<file path="config.mk">
export PLATFORM = sky130hd
export DESIGN_NAME = btn_event
export DESIGN_NICKNAME = d
export VERILOG_FILES = /design/src/rtl/btn_event_pkg.sv /design/src/rtl/btn_tick_timer.sv /design/src/rtl/btn_event.sv
export SDC_FILE = /design/constraint.sdc
export NUM_CORES = 1
export LEC_CHECK = 0
export CAP_MARGIN = 40
export CORE_UTILIZATION = 60
export DETAILED_ROUTE_END_ITERATION = 6
export PLACE_DENSITY = 0.79
export SYNTH_ARGS = -nofsm -noshare
export SYNTH_HDL_FRONTEND = slang
export SYNTH_SLANG_ARGS = --single-unit
</file>
<file path="constraint.sdc">
create_clock -name i_clk -period 4.6 [get_ports i_clk]
set_clock_uncertainty 0.2 [all_clocks]
set_input_delay 0.92 -clock i_clk [delete_from_list [all_inputs] [get_ports i_clk]]
set_output_delay 0.92 -clock i_clk [all_outputs]
set_load 0.03 [all_outputs]
</file>
<file path="src/rtl/btn_event_pkg.sv">
// Shared definitions for the button event classifier: state encoding and
// default tick constants for a 100 MHz system clock.
package btn_event_pkg;

  typedef enum logic [1:0] {
    ST_IDLE = 2'd0,
    ST_HELD = 2'd1,
    ST_LONG = 2'd2,
    ST_GAP  = 2'd3
  } state_t;

  localparam int DEF_CW           = 26;
  localparam int DEF_LONG_TICKS   = 50_000_000;  // 500 ms
  localparam int DEF_GAP_TICKS    = 25_000_000;  // 250 ms
  localparam int DEF_REPEAT_TICKS = 10_000_000;  // 100 ms

endpackage : btn_event_pkg

</file>
<file path="src/rtl/btn_tick_timer.sv">
// Clearable saturating up-counter with a terminal-match flag against a
// runtime limit. The count sticks at all-ones instead of wrapping.
module btn_tick_timer #(
  parameter int CW = 26
) (
  input  logic          clk_i,
  input  logic          rst_i,
  input  logic          clr_i,
  input  logic [CW-1:0] limit_i,
  output logic          tc_o
);

  logic [CW-1:0] cnt_q;
  logic [CW-1:0] cnt_d;

  // Next count: clear has priority, otherwise increment until saturated.
  always_comb begin
    cnt_d = cnt_q;
    if (clr_i) begin
      cnt_d = '0;
    end else if (cnt_q != {CW{1'b1}}) begin
      cnt_d = cnt_q + {{(CW-1){1'b0}}, 1'b1};
    end else begin
      cnt_d = cnt_q;
    end
  end

  // Count register with asynchronous reset.
  always_ff @(posedge clk_i or posedge rst_i) begin
    if (rst_i) begin
      cnt_q <= '0;
    end else begin
      cnt_q <= cnt_d;
    end
  end

  assign tc_o = (cnt_q == limit_i);

endmodule : btn_tick_timer

</file>
<file path="src/rtl/btn_event.sv">
// Button event classifier: turns a clean button level into one-cycle
// press / release / click / double / long pulses (all registered).
// Optional auto-repeat in the long-hold state is enabled by defining the
// macro BTNEV_REPEAT_EN; without it o_repeat is tied low.
module btn_event
  import btn_event_pkg::*;
#(
  parameter int CW           = DEF_CW,
  parameter int LONG_TICKS   = DEF_LONG_TICKS,
  parameter int GAP_TICKS    = DEF_GAP_TICKS,
  parameter int REPEAT_TICKS = DEF_REPEAT_TICKS
) (
  input  logic i_clk,
  input  logic i_reset,
  input  logic i_btn,
  output logic o_press,
  output logic o_release,
  output logic o_click,
  output logic o_double,
  output logic o_long,
  output logic o_repeat,
  output logic o_busy
);

  // Terminal values: the counter reads N-1 on the edge where N cycles elapsed.
  localparam logic [CW-1:0] LONG_LIM = CW'(LONG_TICKS - 1);
  localparam logic [CW-1:0] GAP_LIM  = CW'(GAP_TICKS - 1);

  state_t state_q, state_d;
  logic   second_q, second_d;
  logic   press_q, press_d;
  logic   release_q, release_d;
  logic   click_q, click_d;
  logic   double_q, double_d;
  logic   long_q, long_d;
  logic   repeat_q, repeat_d;
  logic   busy_q;
  logic   cnt_clr_s;
  logic   cnt_tc_s;
  logic [CW-1:0] cnt_lim_s;

  // The main timer compares against whichever limit the current state uses.
  assign cnt_lim_s = (state_q == ST_GAP) ? GAP_LIM : LONG_LIM;
  assign cnt_clr_s = (state_d != state_q);

  btn_tick_timer #(.CW(CW)) u_main_timer (
    .clk_i   (i_clk),
    .rst_i   (i_reset),
    .clr_i   (cnt_clr_s),
    .limit_i (cnt_lim_s),
    .tc_o    (cnt_tc_s)
  );

`ifdef BTNEV_REPEAT_EN
  localparam logic [CW-1:0] REPEAT_LIM = CW'(REPEAT_TICKS - 1);

  logic rpt_clr_s;
  logic rpt_tc_s;

  // Repeat timer idles at zero outside LONG and restarts after each pulse.
  assign rpt_clr_s = (state_q != ST_LONG) || repeat_d;

  btn_tick_timer #(.CW(CW)) u_repeat_timer (
    .clk_i   (i_clk),
    .rst_i   (i_reset),
    .clr_i   (rpt_clr_s),
    .limit_i (REPEAT_LIM),
    .tc_o    (rpt_tc_s)
  );

  // Repeat fires only while still held, so a release cycle never repeats.
  always_comb begin
    repeat_d = (state_q == ST_LONG) && i_btn && rpt_tc_s;
  end
`else
  // Auto-repeat disabled: the output stays low.
  always_comb begin
    repeat_d = 1'b0;
  end
`endif

  // Next-state and pulse decode; release beats long, press beats gap timeout.
  always_comb begin
    state_d   = state_q;
    second_d  = second_q;
    press_d   = 1'b0;
    release_d = 1'b0;
    click_d   = 1'b0;
    double_d  = 1'b0;
    long_d    = 1'b0;
    case (state_q)
      ST_IDLE: begin
        if (i_btn) begin
          state_d  = ST_HELD;
          press_d  = 1'b1;
          second_d = 1'b0;
        end else begin
          state_d  = ST_IDLE;
        end
      end
      ST_HELD: begin
        if (!i_btn) begin
          release_d = 1'b1;
          if (second_q) begin
            state_d  = ST_IDLE;
            double_d = 1'b1;
          end else begin
            state_d  = ST_GAP;
          end
        end else if (cnt_tc_s) begin
          state_d  = ST_LONG;
          long_d   = 1'b1;
          second_d = 1'b0;
        end else begin
          state_d  = ST_HELD;
        end
      end
      ST_LONG: begin
        if (!i_btn) begin
          state_d   = ST_IDLE;
          release_d = 1'b1;
        end else begin
          state_d   = ST_LONG;
        end
      end
      ST_GAP: begin
        if (i_btn) begin
          state_d  = ST_HELD;
          press_d  = 1'b1;
          second_d = 1'b1;
        end else if (cnt_tc_s) begin
          state_d  = ST_IDLE;
          click_d  = 1'b1;
        end else begin
          state_d  = ST_GAP;
        end
      end
      default: begin
        state_d  = ST_IDLE;
        second_d = 1'b0;
      end
    endcase
  end

  // State, second-press flag and all output registers.
  always_ff @(posedge i_clk or posedge i_reset) begin
    if (i_reset) begin
      state_q   <= ST_IDLE;
      second_q  <= 1'b0;
      press_q   <= 1'b0;
      release_q <= 1'b0;
      click_q   <= 1'b0;
      double_q  <= 1'b0;
      long_q    <= 1'b0;
      repeat_q  <= 1'b0;
      busy_q    <= 1'b0;
    end else begin
      state_q   <= state_d;
      second_q  <= second_d;
      press_q   <= press_d;
      release_q <= release_d;
      click_q   <= click_d;
      double_q  <= double_d;
      long_q    <= long_d;
      repeat_q  <= repeat_d;
      busy_q    <= (state_d != ST_IDLE);
    end
  end

  assign o_press   = press_q;
  assign o_release = release_q;
  assign o_click   = click_q;
  assign o_double  = double_q;
  assign o_long    = long_q;
  assign o_repeat  = repeat_q;
  assign o_busy    = busy_q;

endmodule : btn_event
</file>
== Word level (Yosys, flattened, before mapping) ==
Index checks and enable logic that the tools add are counted.
Storage, ports and cells
  logic and storage cells: 55
  output and inout port bits: 7
  register bits after elaboration: 35
  input bits: 3
Operators by class
  equal/unequal tests: 10
  reductions and logical operators: 7
  multiplexer cells: 28
  add/subtract/negate cells: 1
Operators with widths (number)
  $mux W26: 3
  $add A26 B1 Y26 const B: 1
  $eq A26 B26 Y1: 1
  $ne A26 B26 Y1 const B: 1
  $mux W1: 17
  $mux W2: 6
  $ne A2 B2 Y1 const B: 4
  $pmux W2 S4: 1
  $reduce_and A5 Y1: 1
  $eq A2 B2 Y1 const B: 2
  $reduce_bool A2 Y1: 2
  $reduce_or A2 Y1: 2
  $pmux W1 S3: 1
  $reduce_bool A3 Y1: 1
  $eq A2 B1 Y1 const B: 1
  $logic_not A2 Y1: 1
  $ne A2 B2 Y1: 1

== Longest topological paths before layout ==
Gate-level depths: netlist of the first run.
  depth after elaboration: 8
  mapped depth: 9
  depth with buffers taken out: 8

== Cells and area by module ==
From an unflattened synthesis of the first run, not the netlist that was laid out.
Unflattened totals
  cell total of the unflattened synthesis: 237
  area total of the unflattened synthesis: 2225.9 um2
Modules (own cells, without submodules)
  btn_tick_timer: seq. area each 650.6 um2, cells an instance 189, area an instance 1759.2 um2, instances 1
  btn_event: seq. area each 225.2 um2, cells an instance 48, area an instance 466.7 um2, instances 1

== Worst setup path before layout of the first run ==
OpenSTA, ideal clock, no wires.
  path type: input-to-reg
  start: input port i_btn
  end: register u_main_timer.cnt_q[16]
  data required time: 4.282 ns
  arrival time: 2.320 ns
  setup slack: 1.962 ns
  library setup time: 0.118 ns
  path buffers: 1
  stages: 7
  cell sequence: or3b_2 > o21a_1 > a2111oi_4 > o21ai_0 > nand4_2 > buf_6 > nor2_1
On the way
  word-level cells in the longest chain between the ends: 4
  elaborated cells on any way between the ends: 8
  those cells by class: eq/ne (1); mux (6); reduce/logical (1)
RTL lines
  start: declaration: line btn_event.sv:15  | input logic i_btn,
  $mux W2, or another cell as far along: line btn_event.sv:127  | if (i_btn) begin
  $pmux W2 S4 (*): line btn_event.sv:91  | case (state_q)
  $ne A2 B2 Y1 (*): line btn_event.sv:44  | assign cnt_clr_s = (state_d != state_q);
  $mux W26 or $reduce_bool A2 Y1 (tied branches)
  end signal: assignment: line btn_tick_timer.sv:33  | cnt_q <= cnt_d;
  end: declaration: line btn_tick_timer.sv:13  | logic [CW-1:0] cnt_q;
Mark *: on every way between the ends. The rest lies on a longest branch, timed or not.
A chain may end at the register's enable or synchronous reset.

== Worst setup path in the final report of the first run ==
  start: input port i_btn
  end: register u_main_timer.cnt_q[24]
Same word-level chain as after synthesis.

==> results_tabular.tex, run 1 <==
\begin{tabular}{lr}
\hline
Metric & Value \\
\hline
\multicolumn{2}{l}{\textbf{Logic synthesis}} \\
Count of flip-flops with a built-in enable after synthesis & 0 \\
Cell area after synthesis & 0.002057 mm\^{}2 \\
Most common flop cell mapped by yosys & dfrtp\_1 \\
Asr flop ratio synth & 1.000 \\
Number of warnings reported in the yosys synthesis log & 0 \\
Net count after synthesis & 227 \\
Synth Register Bits & 35 \\
Sequential area share after synthesis & 0.4258 \\
Avg Inst Size Synth & 9.436 um\^{}2 \\
Number of instances in the synthesized netlist & roughly 220 \\
Unique masters post-synth & 52 \\
\multicolumn{2}{l}{\textbf{Route}} \\
Detailed-route vias per instance & between 6 and 7 \\
Number of vias after detailed routing & 1639 \\
Avg WL per Cell & approximately 16 um \\
Number of detailed-routing iterations run before antenna repair & 4 \\
DRC violation count after routing & 0 \\
Total detailed-routing wirelength & approximately 4200 um \\
Detailed router's first-iteration violation count & 135 \\
Number of nets still failing antenna checks after routing & 0 \\
\multicolumn{2}{l}{\textbf{Timing}} \\
Final max-slew violation count & 0 \\
Timing-limited maximum frequency & 279.7 MHz \\
Worst slew pin tran & 0.7441 ns \\
Relative slew margins & 0.5034 \\
Setup tns final & 0 ns \\
Total setup violations reported at the end of the flow & 0 \\
Number of hold violations in the final report & 0 \\
Unrepaired setup endpoints after global routing & no \\
Minimum clock period & 3.575 ns \\
Final Cycle Share & 0.7771 \\
\multicolumn{2}{l}{\textbf{Worst setup path}} \\
Critical path launch point type & primary input \\
Cell with the biggest individual delay on the critical path & clkdlybuf4s50\_1 \\
Chain of cells forming the critical path & clkdlybuf4s50\_1 > or3b\_2 > o21a\_1 > a2111oi\_4 > or3\_2 > nand4\_2 > nor3\_1 \\
Kind of capture point of the worst setup path & register \\
Largest incremental delay on the critical path & between 0.7 and 0.8 ns \\
Flop2flop setup slack & 1.26 ns \\
Reg-to-Reg Start & state\_q[1]\$\_DFF\_PP0\_ \\
WS Path Type & primary input to register \\
Maximum net fanout on the critical path & 21 \\
Req. time, crit path & 4.65 ns \\
Data arrival time at the worst-slack endpoint & 3.62 ns \\
Worst Reg-to-Reg Cells & 7 \\
Capturing point of the worst reg2reg path & u\_main\_timer.cnt\_q[24]\$\_DFFE\_PP0P\_ \\
\multicolumn{2}{l}{\textbf{Die}} \\
Horiz. Die Dim & 60.55 um \\
Area of the core & 0.003153 mm\^{}2 \\
Die Area & 0.003666 mm\^{}2 \\
Starting density of the core & 0.6524 \\
Row count & 20 \\
Die Height & 60.55 um \\
Boundary pin count & 10 \\
\multicolumn{2}{l}{\textbf{Clock network}} \\
Sinks on Clock Net & 35 \\
Clk Tree Root Cell & clkbuf\_4 \\
Deepest level of the CTS H-tree & 2 \\
Clock latency on the worst-skew pair & approximately 0.33 ns \\
Clock edge transition at the registers on the reported setup and hold paths & 0.10 ns \\
CTS hold repair buffers & 0 \\
CTS max path bufs & 2 \\
CTS-repair resized insts & 0 \\
Buffers inserted by post-CTS timing repair & 0 \\
Clock tree from TritonCTS & done \\
Number of clock buffers inserted by TritonCTS & 5 \\
\multicolumn{2}{l}{\textbf{Pwr}} \\
Leakage dissipation & $\sim$0.92 nW \\
Overall Power & 0.9659 mW \\
Internal Pwr Total & 0.5683 mW \\
Switching share of power & 0.4117 \\
Sequential power share & 0.383 \\
Proportion of power drawn by combinational gates & 0.421 \\
Fraction of power consumed by the clock network & 0.195 \\
Net switching power of the design & 0.3977 mW \\
PD cells & between 400 and 500 mW/mm\^{}2 \\
VDD IR max & around 0.43 mV \\
\multicolumn{2}{l}{\textbf{Worst hold path}} \\
Worst-case hold path end point & u\_main\_timer.cnt\_q[10]\$\_DFFE\_PP0P\_ \\
Min-Delay Startpoint & u\_main\_timer.cnt\_q[10]\$\_DFFE\_PP0P\_ \\
Number of cells on the worst hold path & 1 \\
Type of the tightest min-delay check & register to register \\
\multicolumn{2}{l}{\textbf{GRT}} \\
Pin count of the biggest net entering global routing & 22 \\
Antenna violations before repair & 0 \\
Global routing usage summed across all routing layers & 0.2748 \\
Global-route congestion overflow total & 0 \\
Wire length of the first global-routing pass & $\sim$7300 um \\
Vias in the first global route & 1645 \\
\multicolumn{2}{l}{\textbf{Cells and area}} \\
Layout overhead on the synthesized area & 7.725\% \\
Multi-input gate area & 0.001090 mm\^{}2 \\
Number of filler cells placed in the layout & approximately 270 \\
Nets & 236 \\
Post-layout util & 0.7028 \\
Share of final-layout standard cells stronger than drive strength 1 & 0.09211 \\
Area occupied by registers & 875.8 um\^{}2 \\
\# diodes & 0 \\
Design Area, Final & approximately 0.0022 mm\^{}2 \\
\multicolumn{2}{l}{\textbf{Run}} \\
Count of maximum capacitance violations & 0 \\
\multicolumn{2}{l}{\textbf{Place}} \\
Count of input and output buffers & 8 \\
Post-detailed-placement half-perimeter wirelength & about 3100 um \\
Post-placement cell area & approximately 0.0021 mm\^{}2 \\
GPL Wtd Cong & 0.8285 \\
\multicolumn{2}{l}{\textbf{Status}} \\
Run status & finished, final reports clean \\
\hline
\end{tabular}
==> synth_stat cells (2+ instances only) <==
| cell | instances | area share |
|---|---|---|
| dfrtp_1 | 35 | 0.43 |
| nand2_1 | 14 | 0.026 |
| a21o_1 | 2 | 0.0073 |
| nor3_1 | 6 | 0.015 |
| and4_1 | 4 | 0.017 |
| nor2_1 | 34 | 0.062 |
| nand4_1 | 5 | 0.015 |
| nand3_1 | 14 | 0.034 |
| a21oi_1 | 7 | 0.017 |
| buf_6 | 2 | 0.011 |
| ha_1 | 6 | 0.036 |
| buf_4 | 3 | 0.011 |
| o32ai_1 | 2 | 0.0085 |
| xnor2_1 | 10 | 0.043 |
| or3b_2 | 2 | 0.0085 |
| o21ai_0 | 7 | 0.017 |
| and2b_1 | 2 | 0.0073 |
| clkbuf_1 | 2 | 0.0037 |
| xor2_1 | 12 | 0.051 |
| and3_1 | 5 | 0.015 |
| nor4_1 | 3 | 0.0091 |
| inv_1 | 9 | 0.016 |
| nor2_2 | 3 | 0.0091 |
==> critical path, delay by kind of cell <==
kind            cells  cell delay [ns]
simple gates        4             1.49
buf+inv             1             0.72
compound gates      2             0.49
==> sequential cells by signal (all words and copies together) (netlist names) <==
register	flops
o_busy	1
o_click	1
o_double	1
o_long	1
o_press	1
o_release	1
second_q	1
state_q	2
u_main_timer.cnt_q	26
==> how the worst max path moves through the flow <==
stage | startpoint | endpoint | slack [ns] | cells past startpoint
CTS | i_btn | u_main_timer.cnt_q[24]$_DFFE_PP0P_ | 1.06 | 7
detailed placement | i_btn | u_main_timer.cnt_q[24]$_DFFE_PP0P_ | 0.69 | 7
finish | i_btn | u_main_timer.cnt_q[24]$_DFFE_PP0P_ | 1.03 | 7
global route | i_btn | u_main_timer.cnt_q[24]$_DFFE_PP0P_ | 0.93 | 7
global placement | i_btn | u_main_timer.cnt_q[24]$_DFFE_PP0P_ | 0.83 | 7
floorplan | i_btn | u_main_timer.cnt_q[16]$_DFFE_PP0P_ | 1.96 | 7
==> layout make-up <==
class	instances	area share
Timing Repair Buffer	10	0.04178
Clock buffer	8	0.03106
Inverter	9	0.01525
Multi-Input combinational cell	166	0.4918
Tap cell	44	0.02484
Sequential cell	35	0.3953
==> placed cells by master, fill, tap and decap left out, types with 2 or more instances in the layout <==
master	count
clkbuf_4	5
clkdlybuf4s50_1	8
a21oi_1	7
inv_1	9
and4_1	4
a21o_1	2
nand2_1	14
dfrtp_1	35
clkbuf_8	2
xnor2_1	10
and3_1	5
ha_1	6
o32ai_1	2
nor3_1	6
and2b_1	2
nor4_1	3
nor2_1	34
nand3_1	14
nor2_2	3
o21ai_0	7
or3b_2	2
xor2_1	12
nand4_1	5
==> power groups by stage <==
stage / Clock, mW / Combinational (mW) / Sequential, mW
after floorplan: 0 / 0.308 / 0.399
after global placement: 0 / 0.376 / 0.372
after detailed placement: 0 / 0.399 / 0.375
after CTS: 0.193 / 0.400 / 0.369
after global routing: 0.206 / 0.446 / 0.375
final: 0.189 / 0.407 / 0.370
==> cells by family after synthesis <==
group | after synthesis | synth area share
xor+xnor | 22 | 0.09367
simple gates | 107 | 0.2798
flops | 35 | 0.4258
fa+ha+maj | 6 | 0.03650
mux | 1 | 0.004866
other cells | 1 | 0.001823
compound gates | 29 | 0.1131
buf+inv | 17 | 0.04440
==> per-stage QoR <==
stage                     hold slack, ns  setup WS (ns)  instances
after global routing              0.3963         0.9301        272
after detailed placement          0.3282         0.6853        263
after floorplan                   0.2949          1.962        218
after global placement            0.3227         0.8325        263
after CTS                         0.3429          1.059        271
final                             0.3488          1.025        272
==> metal layers <==
metal / GRT usage / up-vias / part of all wire / wire [um]
met5: 0 / - / 0 / 0
met4: 0.1039 / 0 / 0.017 / 73
met3: 0.07036 / 12 / 0.046 / 194
met2: 0.4553 / 52 / 0.48 / 2054
met1: 0.3470 / 798 / 0.45 / 1916
li1: - / 777 / - / -
(Power assumes the default switching activity.)
==> run 2, diff against run 1 <==
--- a/config.mk
+++ b/config.mk
@@ -6,9 +6,9 @@
 export NUM_CORES = 1
 export LEC_CHECK = 0
 export CAP_MARGIN = 40
-export CORE_UTILIZATION = 60
+export CORE_UTILIZATION = 59
 export DETAILED_ROUTE_END_ITERATION = 6
-export PLACE_DENSITY = 0.79
+export PLACE_DENSITY = 0.78
 export SYNTH_ARGS = -nofsm -noshare
 export SYNTH_HDL_FRONTEND = slang
 export SYNTH_SLANG_ARGS = --single-unit
==> constraint.sdc (replaced) <==
create_clock -name i_clk -period 3.4 [get_ports i_clk]
set_clock_uncertainty 0.2 [all_clocks]
set_input_delay 0.68 -clock i_clk [delete_from_list [all_inputs] [get_ports i_clk]]
set_output_delay 0.68 -clock i_clk [all_outputs]
set_load 0.03 [all_outputs]
==> run 2 against run 1 <==
Design area increased by 2.4%. Routed wire length shrank 1.7%. Final cell count rose by 2.2%. Critical path type is now register to register. Total power is 45% higher. Hold slack improved by 0.031 ns. Largest power group unchanged. Via count shrank 0.12%. Sequential share of layout area is 0.92 points lower. Non-clock buffer count grew 4.
==> results_tabular.tex, run 2 (synthesized netlist as in run 1, its figures left out) <==
\begin{tabular}{lr}
\hline
Metric & Value \\
\hline
\multicolumn{2}{l}{\textbf{Timing}} \\
Final Cycle Share & 0.8276 \\
Final max-slew violation count & 0 \\
Number of hold violations in the final report & 0 \\
Final hold slack & 0.3797 ns \\
Unrepaired setup endpoints after global routing & no \\
Minimum clock period & 2.814 ns \\
Relative slew margins & 0.5934 \\
Timing-limited maximum frequency & 355.4 MHz \\
Worst slew pin tran & 0.6023 ns \\
Total setup violations reported at the end of the flow & 0 \\
Setup tns final & 0 ns \\
\multicolumn{2}{l}{\textbf{Route}} \\
Detailed router's first-iteration violation count & between 90 and 100 \\
Number of vias after detailed routing & 1637 \\
DRC violation count after routing & 0 \\
Detailed-route vias per instance & 5.888 \\
WL met2 & roughly 2100 um \\
Total detailed-routing wirelength & 4165 um \\
Total routed wire length on the met1 layer & 1851 um \\
Avg WL per Cell & between 10 and 15 um \\
Number of nets still failing antenna checks after routing & 0 \\
Top metal layer carrying routed signals & met4 \\
Wire length on met3 & 145 um \\
Number of detailed-routing iterations run before antenna repair & 4 \\
\multicolumn{2}{l}{\textbf{Clock network}} \\
Deepest level of the CTS H-tree & 2 \\
Buffers inserted by post-CTS timing repair & 0 \\
Clock tree from TritonCTS & done \\
CTS max path bufs & 2 \\
Number of clock buffers inserted by TritonCTS & 5 \\
Sinks on Clock Net & 35 \\
Clock edge transition at the registers on the reported setup and hold paths & 0.11 ns \\
CTS hold repair buffers & 0 \\
Clk Tree Root Cell & clkbuf\_4 \\
Clock latency on the worst-skew pair & about 0.34 ns \\
CTS-repair resized insts & 0 \\
\multicolumn{2}{l}{\textbf{Worst setup path}} \\
Maximum net fanout on the critical path & 6 \\
Reg-to-Reg Start & state\_q[1]\$\_DFF\_PP0\_ \\
WS Path Type & register to register \\
Number of buffers and inverters on the critical path & 1 \\
Largest incremental delay on the critical path & 0.47 ns \\
Crit-path leading delay family & simple AND/OR/NAND/NOR gates \\
Critical path launch point type & register \\
Kind of capture point of the worst setup path & register \\
Worst setup startpoint & state\_q[1]\$\_DFF\_PP0\_ \\
Chain of cells forming the critical path & inv\_1 > ha\_1 > or3b\_2 > o21a\_1 > a2111oi\_4 > or3\_2 > nand3\_1 > a311oi\_1 \\
Cell with the biggest individual delay on the critical path & or3b\_2 \\
Data arrival time at the worst-slack endpoint & 2.86 ns \\
Req. time, crit path & 3.44 ns \\
Flop2flop setup slack & 0.59 ns \\
\multicolumn{2}{l}{\textbf{Die}} \\
Horiz. Die Dim & 61.05 um \\
Die Height & 61.05 um \\
Boundary pin count & 10 \\
Starting density of the core & 0.6164 \\
Die Area & 0.003726 mm\^{}2 \\
Area of the core & between 0.003 and 0.004 mm\^{}2 \\
Row count & 21 \\
\multicolumn{2}{l}{\textbf{GRT}} \\
Antenna violations before repair & 0 \\
Vias in the first global route & 1649 \\
Pin count of the biggest net entering global routing & 36 \\
Global routing usage summed across all routing layers & 0.2675 \\
Wire length of the first global-routing pass & roughly 7100 um \\
Global-route congestion overflow total & 0 \\
\multicolumn{2}{l}{\textbf{Cells and area}} \\
Post-layout util & 0.6798 \\
Layout overhead on the synthesized area & 10.28\% \\
Most used cells in the layout excluding fill and tap cells & dfrtp\_1 (35), nor2\_1 (34), nand2\_1 (14), nand3\_1 (14), xor2\_1 (12) \\
Leading cell type in the layout, fill and taps excluded & dfrtp\_1 \\
Largest registers & u\_main\_timer.cnt\_q: 26 flops, state\_q: 2 flops \\
Design Area, Final & 0.002268 mm\^{}2 \\
Share of final-layout standard cells stronger than drive strength 1 & 0.1121 \\
Nets & 240 \\
\# diodes & 0 \\
Largest register by flop count & u\_main\_timer.cnt\_q \\
Number of flip-flops in the largest register & 26 \\
\multicolumn{2}{l}{\textbf{Worst hold path}} \\
Type of the tightest min-delay check & register to register \\
Min-Delay Startpoint & u\_main\_timer.cnt\_q[10]\$\_DFFE\_PP0P\_ \\
\multicolumn{2}{l}{\textbf{Run}} \\
Count of maximum capacitance violations & 0 \\
\multicolumn{2}{l}{\textbf{Status}} \\
Run status & finished, final reports clean \\
\multicolumn{2}{l}{\textbf{Place}} \\
Count of input and output buffers & 8 \\
GPL Wtd Cong & 0.8946 \\
Post-placement cell area & 0.002182 mm\^{}2 \\
Post-detailed-placement half-perimeter wirelength & 3123 um \\
\multicolumn{2}{l}{\textbf{Pwr}} \\
PD cells & just over 600 mW/mm\^{}2 \\
VDD IR max & between 0.3 and 0.4 mV \\
Overall Power & between 1 and 1.5 mW \\
Leakage dissipation & around 0.95 nW \\
\hline
\end{tabular}
run 2: cell types whose count changed in the layout (fill, tap and decap cells not counted), sizes merged:
cell	change
buf	+5
bufinv	+1
clkbuf	-3
clkinv	+1
run 2: routing by layer:
metal | up-vias | global-route usage
met4 | 0 | 0.1104
met3 | 13 | 0.06513
met5 | - | 0
met2 | 39 | 0.4565
li1 | 786 | -
met1 | 799 | 0.3243
run 2: path summary, 6_finish.rpt:
path	to	cells past startpoint
min in group asynchronous	u_main_timer.cnt_q[19]$_DFFE_PP0P_	3
worst max register to register	u_main_timer.cnt_q[10]$_DFFE_PP0P_	8
worst min register to register	u_main_timer.cnt_q[10]$_DFFE_PP0P_	1
worst max-delay path	u_main_timer.cnt_q[10]$_DFFE_PP0P_	8
worst min-delay path	u_main_timer.cnt_q[10]$_DFFE_PP0P_	1
max in group asynchronous	o_busy$_DFF_PP0_	3
run 2: power breakdown:
| part | internal, mW | switching, mW | total [mW] | leakage (nW) |
|---|---|---|---|---|
| sequential | 0.464 | 0.0366 | 0.501 | 0.478 |
| clock | 0.174 | 0.141 | 0.315 | 0.0482 |
| combinational | 0.220 | 0.367 | 0.587 | 0.421 |
run 2: layout make-up:
type | count | area, um^2
Clock buffer | 6 | 51.30
Clock inverter | 2 | 35.03
Fill cell | 284 | 1069
Inverter | 9 | 33.78
Multi-Input combinational cell | 166 | 1090
Sequential cell | 35 | 875.8
Tap cell | 46 | 57.56
Timing Repair Buffer | 14 | 125.1
run 2: per-stage QoR:
step           instances  worst slack (ns)
5_1_grt              278            0.4839
6_report             278            0.5861
3_5_place_dp         270            0.3062
2_1_floorplan        218            0.8770
4_1_cts              278            0.6037
3_3_place_gp         270            0.3966
run 2: worst register-to-register path, stage by stage, from the launching register on:
cell       delay (ns)
dfrtp_1          0.44
inv_1            0.15
ha_1             0.28
or3b_2           0.47
o21a_1           0.16
a2111oi_4        0.38
or3_2            0.20
nand3_1          0.18
a311oi_1         0.28
